`src/rtl/btn_led_ctrl.sv`:
```
// rtl/btn_led_ctrl.sv - front-panel button debounce, press detect and LED mode controller
//
// Purpose: per-channel 2-flop synchroniser, counting debouncer and rising-edge
// press detector, plus a registered LED driver selectable between direct,
// toggle, blinking-toggle and off.
// Optional: define BTN_LED_DIM_EN to dim every LED to 25% duty.
//
// Ports:
//   clk        system clock
//   rst        synchronous active-high reset
//   btn[N]     raw asynchronous buttons, active high
//   mode[2]    LED mode: 0 direct, 1 toggle, 2 blink, 3 off
//   btn_db[N]  debounced button level
//   btn_press[N] one-cycle pulse per debounced rising edge
//   led[N]     LED drive, active high
module btn_led_ctrl #(
  parameter int N          = 4,
  parameter int DEB_CYCLES = 500000,
  parameter int BLINK_DIV  = 12500000
) (
  input  logic         clk,
  input  logic         rst,
  input  logic [N-1:0] btn,
  input  logic [1:0]   mode,
  output logic [N-1:0] btn_db,
  output logic [N-1:0] btn_press,
  output logic [N-1:0] led
);

  localparam int CW = (DEB_CYCLES > 1) ? $clog2(DEB_CYCLES) : 1;
  localparam int BW = (BLINK_DIV > 1) ? $clog2(BLINK_DIV) : 1;
  localparam logic [CW-1:0] DEB_LAST   = CW'(DEB_CYCLES - 1);
  localparam logic [BW-1:0] BLINK_LAST = BW'(BLINK_DIV - 1);

  logic [N-1:0]  s1_q, s2_q;
  logic [N-1:0]  db_q, db_d;
  logic [N-1:0]  press_q, press_d;
  logic [N-1:0]  tog_q, tog_d;
  logic [CW-1:0] cnt_q [N];
  logic [CW-1:0] cnt_d [N];
  logic [BW-1:0] blink_cnt_q, blink_cnt_d;
  logic          blink_ph_q, blink_ph_d;
  logic [N-1:0]  led_q, led_d;

  always_comb begin
    db_d    = db_q;
    press_d = '0;
    // Toggle follows the registered press pulse, so it flips one edge later.
    tog_d   = tog_q ^ press_q;
    for (int i = 0; i < N; i++) begin
      // Any cycle where the synced level agrees with the accepted level
      // restarts the stability count, which is what rejects bounce.
      cnt_d[i] = '0;
      if (s2_q[i] != db_q[i]) begin
        if (cnt_q[i] == DEB_LAST) begin
          db_d[i]    = s2_q[i];
          press_d[i] = s2_q[i];
        end else begin
          cnt_d[i] = cnt_q[i] + CW'(1);
        end
      end
    end

    if (blink_cnt_q == BLINK_LAST) begin
      blink_cnt_d = '0;
      blink_ph_d  = ~blink_ph_q;
    end else begin
      blink_cnt_d = blink_cnt_q + BW'(1);
      blink_ph_d  = blink_ph_q;
    end

    case (mode)
      2'd0:    led_d = db_q;
      2'd1:    led_d = tog_q;
      2'd2:    led_d = tog_q & {N{blink_ph_q}};
      default: led_d = '0;
    endcase
  end

  always_ff @(posedge clk) begin
    if (rst) begin
      s1_q        <= '0;
      s2_q        <= '0;
      db_q        <= '0;
      press_q     <= '0;
      tog_q       <= '0;
      blink_cnt_q <= '0;
      blink_ph_q  <= 1'b0;
      led_q       <= '0;
      for (int i = 0; i < N; i++) begin
        cnt_q[i] <= '0;
      end
    end else begin
      s1_q        <= btn;
      s2_q        <= s1_q;
      db_q        <= db_d;
      press_q     <= press_d;
      tog_q       <= tog_d;
      blink_cnt_q <= blink_cnt_d;
      blink_ph_q  <= blink_ph_d;
      led_q       <= led_d;
      for (int i = 0; i < N; i++) begin
        cnt_q[i] <= cnt_d[i];
      end
    end
  end

  assign btn_db    = db_q;
  assign btn_press = press_q;

`ifdef BTN_LED_DIM_EN
  // LEDs are lit only on one cycle out of every four.
  logic [1:0] dim_cnt_q;

  always_ff @(posedge clk) begin
    if (rst) begin
      dim_cnt_q <= 2'b00;
    end else begin
      dim_cnt_q <= dim_cnt_q + 2'd1;
    end
  end

  assign led = led_q & {N{dim_cnt_q == 2'b00}};
`else
  assign led = led_q;
`endif

endmodule

```
`config.mk`:
```
export PLATFORM = sky130hd
export DESIGN_NAME = btn_led_ctrl
export DESIGN_NICKNAME = d
export VERILOG_FILES = /design/src/rtl/btn_led_ctrl.sv
export SDC_FILE = /design/constraint.sdc
export NUM_CORES = 1
export LEC_CHECK = 0
export BUFFER_PORTS_ARGS = -buffer_cell sky130_fd_sc_hd__buf_2
export CAP_MARGIN = 20
export CORE_ASPECT_RATIO = 2
export CORE_MARGIN = 10
export CORE_UTILIZATION = 40
export DETAILED_ROUTE_END_ITERATION = 16
export PLACE_DENSITY_LB_ADDON = 0.3
export SETUP_SLACK_MARGIN = 0.2
export SLEW_MARGIN = 20
export SYNTH_ARGS = -nofsm -noshare
export SYNTH_HDL_FRONTEND = slang
export SYNTH_SLANG_ARGS = --single-unit
export TNS_END_PERCENT = 20
```
`constraint.sdc`:
```
create_clock -name clk -period 2.9 [get_ports clk]
set_clock_uncertainty 0.1 [all_clocks]
set_input_delay 0.435 -clock clk [delete_from_list [all_inputs] [get_ports clk]]
set_output_delay 0.435 -clock clk [all_outputs]
set_load 0.02 [all_outputs]
```
Word level (Yosys, flattened, before mapping)
Memories as Yosys holds them, arrays and structs flattened.
Index checks and enable logic that the tools add are counted.
{"block": "classes", "shift": 0, "n_mul": 0, "div": 0, "order_cmp": 0, "muxes": 16, "n_bitwise": 15, "n_eq_ne": 11, "add_sub_neg": 5, "n_reduce_logical": 10}
{"op": "$mux 19", "count": 12}
{"op": "$add 19x1->19 const B", "count": 4}
{"op": "$eq 19x19->1 const B", "count": 4}
{"op": "$add 24x1->24 const B", "count": 1}
{"op": "$eq 24x24->1 const B", "count": 1}
{"op": "$pmux 4 s3", "count": 1}
{"op": "$reduce_or 3->1", "count": 4}
{"op": "$not 1->1", "count": 9}
{"op": "$reduce_and 2->1", "count": 4}
{"op": "$and 4x4->4", "count": 1}
{"op": "$ne 1x1->1", "count": 4}
{"op": "$or 1x1->1", "count": 4}
{"op": "$xor 4x4->4", "count": 1}
{"op": "$mux 1", "count": 3}
{"op": "$eq 2x1->1 const B", "count": 1}
{"op": "$eq 2x2->1 const B", "count": 1}
{"op": "$logic_not 2->1", "count": 1}
{"op": "$reduce_or 2->1", "count": 1}
{"block": "word_totals", "romBits": 0, "memories": 1, "reg_bits": 49, "word_cells": 72, "input_bits": 8, "mem_bits_rw": 76, "latchBits": 0, "output_inout_bits": 12}
{"memory": "cnt_q", "words": 4, "word_bits": 19, "read_ports": 4, "rd_ports_with_merged_regs": 0, "wr": 4, "line": "39", "source": "logic [CW-1:0] cnt_q [N];"}

Depth between registers and ports, before layout
{"block": "depth", "word_depth": 4, "mapped_depth": 6, "mapped_depth_nobuf": 5}

Worst setup path before layout
Ideal clock, no wire load.
{"block": "synth_timing", "path_type": "register -> register", "start": "register blink_cnt_q[0]", "end": "register blink_cnt_q[22]", "required_time_ns": 2.730, "setup_ns": 0.070, "n_path_buf": 1, "period_less_slack_ns": 2.064, "path_stages_with_launch": 7, "arrival_ns": 1.895, "setup_slack_ns": 0.836, "path_cell_list": "dfxtp_1 -> ha_1 -> nand3_1 -> or4_1 -> clkbuf_1 -> or4_1 -> a21oi_1"}
{"block": "synth_via", "elab_chain_len": 2, "elab_cells_between_ends": 3, "classes_between": "add/sub (1); eq/ne (1); reduce/logical (1)"}
{"element": "start, declared", "line": "41", "source": "logic [BW-1:0] blink_cnt_q, blink_cnt_d;"}
{"element": "start signal, assigned", "line": "99", "source": "blink_cnt_q <= blink_cnt_d;"}
{"element": "parallel branches: the longest is 2 deep, another holds $add 24x1->24"}
Parallel ways; which one is timed is not known.
A chain may end at the register's enable or synchronous reset.

==> out/summary.txt <==
PwrDens: 640 mW/mm^2
Leak: 0.00195 uW
Synth area leaders: dfxtp_1 46%, xnor2_1 6.8%, nor2_1 6.2%
CP max FO: 19
Setup violators final: 0
Crit path launch: cnt_q[1][11]$_SDFF_PP0_
Peak VDD IR: 434 uV
CTS tree: built
TritonCTS Sinks: 125
Setup Buffers After CTS: 0
Post-route ant nets: 0
Internal power: 3270 uW
Routed wire length: 11500 um
Num CTS Buffers: 17
Pin count of the biggest net entering global routing: 33
CTS clk-pin slew, worst paths: 0.06 ns
Worst path bufs/invs: 0
Logic pwr share: 1.2%
Yosys Warn Count: 0
Syn avg cell area: 8.69 sq um
Required @ worst endpoint: 3.07 ns
Fin nets: 667
Worst reg2reg startpoint: cnt_q[1][11]$_SDFF_PP0_
Drt drc: 0
Sw Share: 19.6%
Critical Path Max Stage Delay: 0.59 ns
Initial antenna violation count: 0
Dpl ws: 0.654 ns
Number of distinct library cells after synthesis: 41
Crit start category: register
RSZ-0062 raised after global routing: false
CP delay by family, top: simple AND/OR/NAND/NOR gates
Antenna cells: 0
Netlist Area Pre-Place: 0.00550 sq mm
IO Pins: 20
Slew Viols, Final: 0
Final period demand of the worst path: 2.25 ns
H-tree depth: 4
Port-buffer cells: 19
First-pass DRT Iterations: 6
Overflow after GRT: 0
Syn_nets: 646
Sw Pwr: 799 uW
Maximum clock rate: 444 MHz
CTS resizes: 0
Syn Inst Count: 633
Hold path startpoint: btn[0]
Final hold viol count: 0
Outcome: finished clean
Layout cell share with drive strength beyond 1: 9.46%
Final non-filler cell total: 821
Hpwl dp: 8280 um
Fraction of registers with async set/reset: 0%
GP Congestion: 0.825
Seq/Total Area, Yosys: 45.5%
Die width: 103 um
Worst-Margin Slew: 0.562 ns
Worst slew margin: 62.5%
Critical Path AT: 2.42 ns
Starting density of the core: 40.9%
Worst skew pair latency: 0.41 ns
Ys flop type: dfxtp_1
Dpl cells: 790
Die H: 186 um
Hold-fix buffers, CTS: 0
Clock Power Share: 56.1%
Syn-to-layout area delta: 15.5%
CP max-delay cell: or4_4
Vias in the first global route: 4561
CTS Buffer Depth: 2
Critical Path Sink Type: register
Die footprint: 0.0191 sq mm
HP Class: input port to register
First-pass GRT wire length: 19900 um
Final WS setup: 0.648 ns
Iteration-0 DRC Markers: 152
Top-area cell type share of the netlist area: 45.5%
Avg WL per Cell: 14.0 um
Via count: 4524
Area leader, netlist: dfxtp_1
Crit share post-route: 77.7%
Max_cap viols: 0
Fin Setup TNS: 0 ns
Worst-path cell chain: or4b_1, or4_4, o21ai_4, nor2_1
Synth Register Bits: 125
GRT Resource Usage Total: 12.8%
Flop pwr share: 42.7%
Via-per-instance ratio: 5.51
CTS root buffer: clkbuf_16
Core area: 0.0134 sq mm
Post-synth EDFFs: 0
Setup CP Type: register to register
Cell Rows: 60
flip-flops by register name, summed over array words and instances (netlist names):
name         flops
blink_cnt_q     24
blink_ph_q       1
btn_db           4
btn_press        4
cnt_q           76
led              4
s1_q             4
s2_q             4
tog_q            4
routing by layer:
| layer | vias to the layer above | GRT usage (%) | share of wire (%) |
|---|---|---|---|
| met2 | 72 | 23.4 | 55 |
| met4 | 0 | 6.99 | 2.3 |
| met5 | - | 0 | 0 |
| met3 | 26 | 3.31 | 3.5 |
| li1 | 2287 | - | - |
| met1 | 2139 | 12.4 | 39 |
Yosys cell counts, types with 2 or more instances:
cell type / count
dfxtp_1: 125
nor2_1: 91
a21oi_1: 44
xnor2_1: 43
nand3_1: 38
nand2_1: 35
o21ai_0: 28
or3_1: 28
nand4_1: 24
xor2_1: 23
inv_1: 18
and4_1: 15
nor3_1: 15
clkbuf_1: 12
nor4_1: 12
or4_1: 12
nor2b_1: 9
o31ai_1: 8
or4b_1: 6
and3_1: 5
ha_1: 5
nand2b_1: 5
and2_1: 4
buf_2: 3
nor4b_1: 3
o21ai_4: 3
or4_4: 3
buf_6: 2
or3b_2: 2
cells in the final DEF, fill, tap and decap left out, types with 6 or more instances in the layout:
cell type    n
nor2_1      91
nand3_1     38
xnor2_1     43
nor3_1      15
xor2_1      23
or3_1       28
nor4_1      12
clkbuf_16   17
or4b_1       6
nand2_1     35
nand4_1     24
buf_2       19
and4_1      15
inv_1       18
or4_1       12
o21ai_0     28
nor2b_1      9
o31ai_1      8
a21oi_1     44
dfxtp_1    125
layout make-up:
cell class              count  area [sq um]
well taps                 155           194
fillers                  1285          7080
repair buffers             22           118
flip-flops and latches    125          2500
clock inverters            10           161
inverters                  18          67.6
clock buffers              21           480
multi-input cells         470          2830
path summary, 6_finish.rpt:
path	to	slack (ns)	cells past startpoint
max	cnt_q[1][14]$_SDFF_PP0_	0.65	4
min	s1_q[0]$_SDFF_PP0_	0.14	2
max reg2reg	cnt_q[1][14]$_SDFF_PP0_	0.65	4
min reg2reg	s2_q[1]$_SDFF_PP0_	0.34	1
power groups by stage:
stage	Clock (uW)	Combinational, uW	Sequential (uW)
detailed placement	0	49.4	1770
floorplan	0	37.1	1770
global route	2400	55.1	1740
finish	2280	48.6	1740
global placement	0	47.8	1770
CTS	2320	49.3	1740
kinds of logic after synthesis:
group                      Yosys count  share of synthesized area (%)
buffers and inverters               38                           3.03
AOI/OAI and AO/OA                   87                           9.08
DFF                                125                           45.5
xor gates and xnor gates            66                           10.5
adders and majority gates            5                           1.14
and+or+nand+nor                    312                           30.7
worst reg2reg max path: stages, from the launching register on:
cell,delay (ns)
dfxtp_1,0.35
or4b_1,0.53
or4_4,0.59
o21ai_4,0.45
nor2_1,0.11
stage by stage:
step	power (uW)	util (%)	area [sq um]	hold slack (ns)
6_report	4070	47.3	6350	0.137
5_1_grt	4190	47.3	6350	0.138
4_1_cts	4110	47.3	6350	0.124
3_5_place_dp	1820	42.5	5710	0.336
3_3_place_gp	1820	42.5	5710	0.317
2_1_floorplan	1810	-	5500	0.314
No activity file was read; power rests on OpenSTA's default activity.
